<file path="config.mk">
export PLATFORM = sky130hd
export DESIGN_NAME = csel_add_arbiter
export DESIGN_NICKNAME = d
export VERILOG_FILES = /design/src/rtl/csel_add_arbiter.sv
export SDC_FILE = /design/constraint.sdc
export NUM_CORES = 1
export LEC_CHECK = 0
export BUFFER_PORTS_ARGS = -buffer_cell sky130_fd_sc_hd__buf_2
export CORE_MARGIN = 4
export CORE_UTILIZATION = 45
export CTS_BUF_LIST = sky130_fd_sc_hd__clkbuf_2
export DETAILED_ROUTE_END_ITERATION = 12
export GPL_TIMING_DRIVEN = 1
export PLACE_DENSITY = 0.7
export SYNTH_ARGS = -nofsm -noshare
export SYNTH_HDL_FRONTEND = slang
export SYNTH_SLANG_ARGS = --single-unit
</file>
<file path="constraint.sdc">
create_clock -name clk -period 10.6 [get_ports clk]
set_input_delay 0.53 -clock clk [delete_from_list [all_inputs] [get_ports clk]]
set_output_delay 0.53 -clock clk [all_outputs]
set_load 0.1 [all_outputs]
</file>
<file path="src/rtl/csel_add_arbiter.sv">
// csel_add_arbiter: round-robin shared M-bit adder, N bits per cycle through a carry-select slice
//   clk, rst_n            clock, asynchronous active-low reset
//   reqX_valid/reqX_ready operand handshake per requester (X = 0, 1); ready only in IDLE
//   reqX_A, reqX_B        M-bit operands of requester X
//   res_valid/res_ready   result handshake; Sum/Cout/res_id held stable while res_valid
//   res_id                requester that owns the presented result
//   Sum, Cout             {Cout, Sum} = A + B
module csel_add_arbiter #(
    parameter int M = 32,
    parameter int N = 4
) (
    input  logic         clk,
    input  logic         rst_n,
    input  logic         req0_valid,
    output logic         req0_ready,
    input  logic [M-1:0] req0_A,
    input  logic [M-1:0] req0_B,
    input  logic         req1_valid,
    output logic         req1_ready,
    input  logic [M-1:0] req1_A,
    input  logic [M-1:0] req1_B,
    output logic         res_valid,
    input  logic         res_ready,
    output logic         res_id,
    output logic [M-1:0] Sum,
    output logic         Cout
);
    localparam int C  = M / N;
    localparam int KW = (C > 1) ? $clog2(C) : 1;
    typedef enum logic [1:0] {IDLE, CALC, DONE} state_t;
    state_t         r_state;
    logic [M-1:0]   r_a, r_b, r_acc;
    logic           r_carry, r_ptr, r_id;
    logic [KW-1:0]  r_k;
    logic           w_gnt0, w_gnt1;
    logic [N-1:0]   w_ca, w_cb;
    logic [N:0]     w_sum0, w_sum1, w_sel;
    // ptr names the winner only when both requesters contend
    assign w_gnt0     = req0_valid && (!req1_valid || !r_ptr);
    assign w_gnt1     = req1_valid && (!req0_valid || r_ptr);
    // rst_n gating keeps both readies low while reset is held
    assign req0_ready = rst_n && (r_state == IDLE) && w_gnt0;
    assign req1_ready = rst_n && (r_state == IDLE) && w_gnt1;
    // carry-select slice: both carry-in variants precomputed, stored carry picks one
    assign w_ca   = r_a[N*int'(r_k) +: N];
    assign w_cb   = r_b[N*int'(r_k) +: N];
    assign w_sum0 = {1'b0, w_ca} + {1'b0, w_cb};
    assign w_sum1 = w_sum0 + (N+1)'(1);
    assign w_sel  = r_carry ? w_sum1 : w_sum0;
    always_ff @(posedge clk or negedge rst_n) begin
        if (!rst_n) begin
            r_state   <= IDLE;
            r_a       <= '0;
            r_b       <= '0;
            r_acc     <= '0;
            r_carry   <= 1'b0;
            r_ptr     <= 1'b0;
            r_id      <= 1'b0;
            r_k       <= '0;
            res_valid <= 1'b0;
            res_id    <= 1'b0;
            Sum       <= '0;
            Cout      <= 1'b0;
        end else begin
            case (r_state)
                IDLE: if (w_gnt0 || w_gnt1) begin
                    r_a     <= w_gnt1 ? req1_A : req0_A;
                    r_b     <= w_gnt1 ? req1_B : req0_B;
                    r_id    <= w_gnt1;
                    r_carry <= 1'b0;
                    r_k     <= '0;
                    r_state <= CALC;
                end
                CALC: begin
                    r_acc[N*int'(r_k) +: N] <= w_sel[N-1:0];
                    r_carry <= w_sel[N];
                    r_k     <= r_k + 1'b1;
                    // last chunk goes straight to Sum; lower chunks are already in r_acc
                    if (r_k == KW'(C-1)) begin
                        Sum       <= {w_sel[N-1:0], r_acc[M-N-1:0]};
                        Cout      <= w_sel[N];
                        res_id    <= r_id;
                        res_valid <= 1'b1;
                        r_state   <= DONE;
                    end
                end
                DONE: if (res_ready) begin
                    res_valid <= 1'b0;
                    r_ptr     <= ~res_id;
                    r_state   <= IDLE;
                end
                default: r_state <= IDLE;
            endcase
        end
    end
endmodule

</file>
==> impl_metrics.py <==
metrics = {
    "drt": {
        "avgRoutedWirePerCell_um": 16.1,
        "wl_mm": 14.8,
        "drc": 0,
        "ant_nets": 0,
        "drtPass1Iterations": 5,
        "via_per_inst": 5.21,
        "vias": 4795,
        "drtIter0Drc": 260,
    },
    "setup_path": {
        "worstSetupStartpoint": "r_k[0]$_DFFE_PN0P_",
        "critPathMaxStageDelay_ns": 0.57,
        "cp_cell_sequence": "buf_4 > mux4_2 > nand2_1 > nand2_1 > ha_1 > fa_1 > ha_1 > mux2i_1 > nor3_1 > mux2_1",
        "crit_buf_inv": 1,
        "cp.arrival_ns": 4.17,
        "cp-end-kind": "flip-flop",
        "cp.required_ns": 11.18,
        "slowest_stage": "mux4_2",
        "crit_family": "multiplexers",
        "crit_path_start_kind": "flip-flop",
        "r2r-start": "r_k[0]$_DFFE_PN0P_",
        "worst-path-max-fanout": 28,
        "worstSetupPathType": "flip-flop to flip-flop",
        "rrSetupSlack_ns": 7.01,
    },
    "power_and_ir_drop": {
        "power.density_mw_per_mm2": 364,
        "ir_drop_uv": 196,
        "power_leakage_nw": 4.15,
    },
    "yosys": {
        "ys_warn_count": 0,
        "synth_edf_count": 0,
        "synth_flop_cell": "dfrtp_1",
        "async_reset_ff_share_pct": 100,
        "synth-seq-cells": 135,
        "synth_cells": 568,
        "synth.avg_cell_area_sq_um": 11.5,
        "ys_seq_area_share_pct": 51.9,
        "syn_area_sq_mm": 0.00651,
        "syn_nets": 711,
        "synth.distinct_cells": 40,
    },
    "floorplan": {
        "dieHeight_um": 128,
        "ioPinCount": 170,
        "start_util_pct": 46.4,
        "rows": 43,
        "coreArea_sq_mm": 0.0140,
        "die_w_um": 128,
        "die_area_sq_mm": 0.0165,
    },
    "clock_tree": {
        "clk_pin_slew_ns": 0.20,
        "cts_num_sinks": 135,
        "cts.path.max_buffers": 2,
        "clk_latency_ns": 0.69,
        "h-tree-depth": 4,
        "cts_tree": "yes",
        "cts_root_buf": "clkbuf_2",
        "post_cts_resized": 0,
        "cts_buffers": 17,
    },
    "final_layout": {
        "mostFrequentLayoutCells": "buf_2, dfrtp_1, nand2_1",
        "drive_gt1_share_pct": 35.6,
        "fill_cells": 1198,
        "postLayoutCellArea_sq_mm": 0.00785,
        "layout_commonest_cell": "buf_2",
        "diodes": 0,
        "syn2layout_area_growth_pct": 20.5,
        "fin_nets": 871,
    },
    "sta": {
        "finalSetupViolations": 0,
        "worstMarginPinSlew_ns": 1.13,
        "hold_viol": 0,
        "tns_ns": 0,
        "holdWs_ns": 0.114,
        "final_max_slew_viol_count": 0,
        "min_period_ns": 3.59,
        "clock_skew_ns": 0.0293,
        "min_period_over_period_pct": 33.9,
        "max_freq_mhz": 278,
        "rsz0062_at_grt": "no",
        "slew_headroom_pct": 25.0,
    },
    "global_routing": {
        "grt-busiest-layer": "met2",
        "first_global_vias": 5051,
        "antenna_found_initial": 0,
        "gr-usage-met3_pct": 5.29,
        "grt_pass1_wl_mm": 24.2,
        "met2_usage_pct": 32.5,
        "track_usage_pct": 18.5,
        "use_met1_pct": 22.6,
        "grt_overflow_total": 0,
        "grt_max_degree": 91,
    },
    "hold_path": {
        "min_path_type": "input pin to flip-flop",
        "hold_start": "req1_A[18]",
    },
    "placed_design": {
        "place_area_sq_mm": 0.00749,
        "io_buffers": 169,
        "dp_hpwl_mm": 11.3,
        "place_congestion": 0.779,
    },
    "outcome": {
        "status": "finished, final reports clean",
    },
    "job": {
        "maxCapViolCount": 0,
    },
}
[flip-flops by register name (all words and copies together) (netlist names), 2 cells and up]
register  cells
r_b          32
Sum          32
r_state       2
r_acc        28
r_a          32
r_k           3
[routing by layer]
| metal | vias up | part of all wire, % |
|---|---|---|
| met4 | 0 | 0.94 |
| met2 | 146 | 51 |
| met5 | - | 0 |
| met1 | 2306 | 42 |
| met3 | 11 | 5.5 |
| li1 | 2332 | - |
[what timing repair did]
action | 4_1_cts | 5_1_grt
hold buffers | 2 | 0
hold endpoints to repair | 46 | 0
buffers inserted | 0 | 0
[metrics by stage]
step	utilization [%]	total power, mW	setup slack, ns	cells
after CTS	55.9	2.88	6.99	921
after floorplan	-	2.11	7.15	568
after detailed placement	53.3	2.47	7.02	887
after global routing	55.9	3.06	6.75	921
final	55.9	2.86	7.01	921
after global placement	53.3	2.40	7.17	887
[power by group]
| group | switching [mW] | internal, mW | total [mW] | leakage (nW) |
|---|---|---|---|---|
| clock network | 0.183 | 0.225 | 0.408 | 0.185 |
| registers | 0.154 | 0.739 | 0.893 | 1.72 |
| logic | 1.05 | 0.506 | 1.56 | 2.24 |
| total | 1.39 | 1.47 | 2.86 | 4.15 |
[worst min-delay path, stage by stage]
cell     delay [ns]
buf_2          0.07
mux2i_1        0.05
o21ai_1        0.11
[cells by family after synthesis]
| logic type | synth area share (%) |
|---|---|
| XOR/XNOR | 0.404 |
| AND/OR/NAND/NOR | 9.80 |
| buffers and inverters | 2.86 |
| AO/OA/AOI/OAI | 8.18 |
| flip-flops | 51.9 |
| multiplexers | 24.8 |
| adder cells (fa/ha/maj) | 2.04 |
[synthesized netlist by cell type (9+ instances only)]
| master | count | share of area (%) |
|---|---|---|
| o21ai_0 | 34 | 2.6 |
| buf_2 | 17 | 1.3 |
| mux2i_1 | 66 | 10 |
| nor2_1 | 12 | 0.69 |
| nand2_1 | 104 | 6.0 |
| o21ai_1 | 42 | 3.2 |
| clkbuf_1 | 15 | 0.86 |
| ha_1 | 9 | 1.7 |
| mux2_2 | 38 | 6.6 |
| dfrtp_1 | 135 | 52 |
| mux2_1 | 15 | 2.6 |
| mux4_2 | 16 | 5.5 |
[final timing paths]
path | to | cells after the start
setup / recovery | r_acc[25]$_DFFE_PN0P_ | 10
hold / removal | r_a[18]$_DFFE_PN0P_ | 3
setup reg to reg | r_acc[25]$_DFFE_PN0P_ | 10
hold reg to reg | r_ptr$_DFFE_PN0P_ | 1
max in group asynchronous | r_acc[11]$_DFFE_PN0P_ | 3
min in group asynchronous | Sum[13]$_DFFE_PN0P_ | 2
[cell type report]
type                    instances  area (sq um)  share of cell area, %
flip-flops and latches        135          3380                   43.0
multi-input cells             392          2970                   37.8
repair buffers                176           910                   11.6
clock inverters                14           254                   3.24
well taps                     180           225                   2.87
clock buffers                  18          90.1                   1.15
inverters                       6          22.5                  0.287
Note: power is estimated with default switching activity, not from simulation.
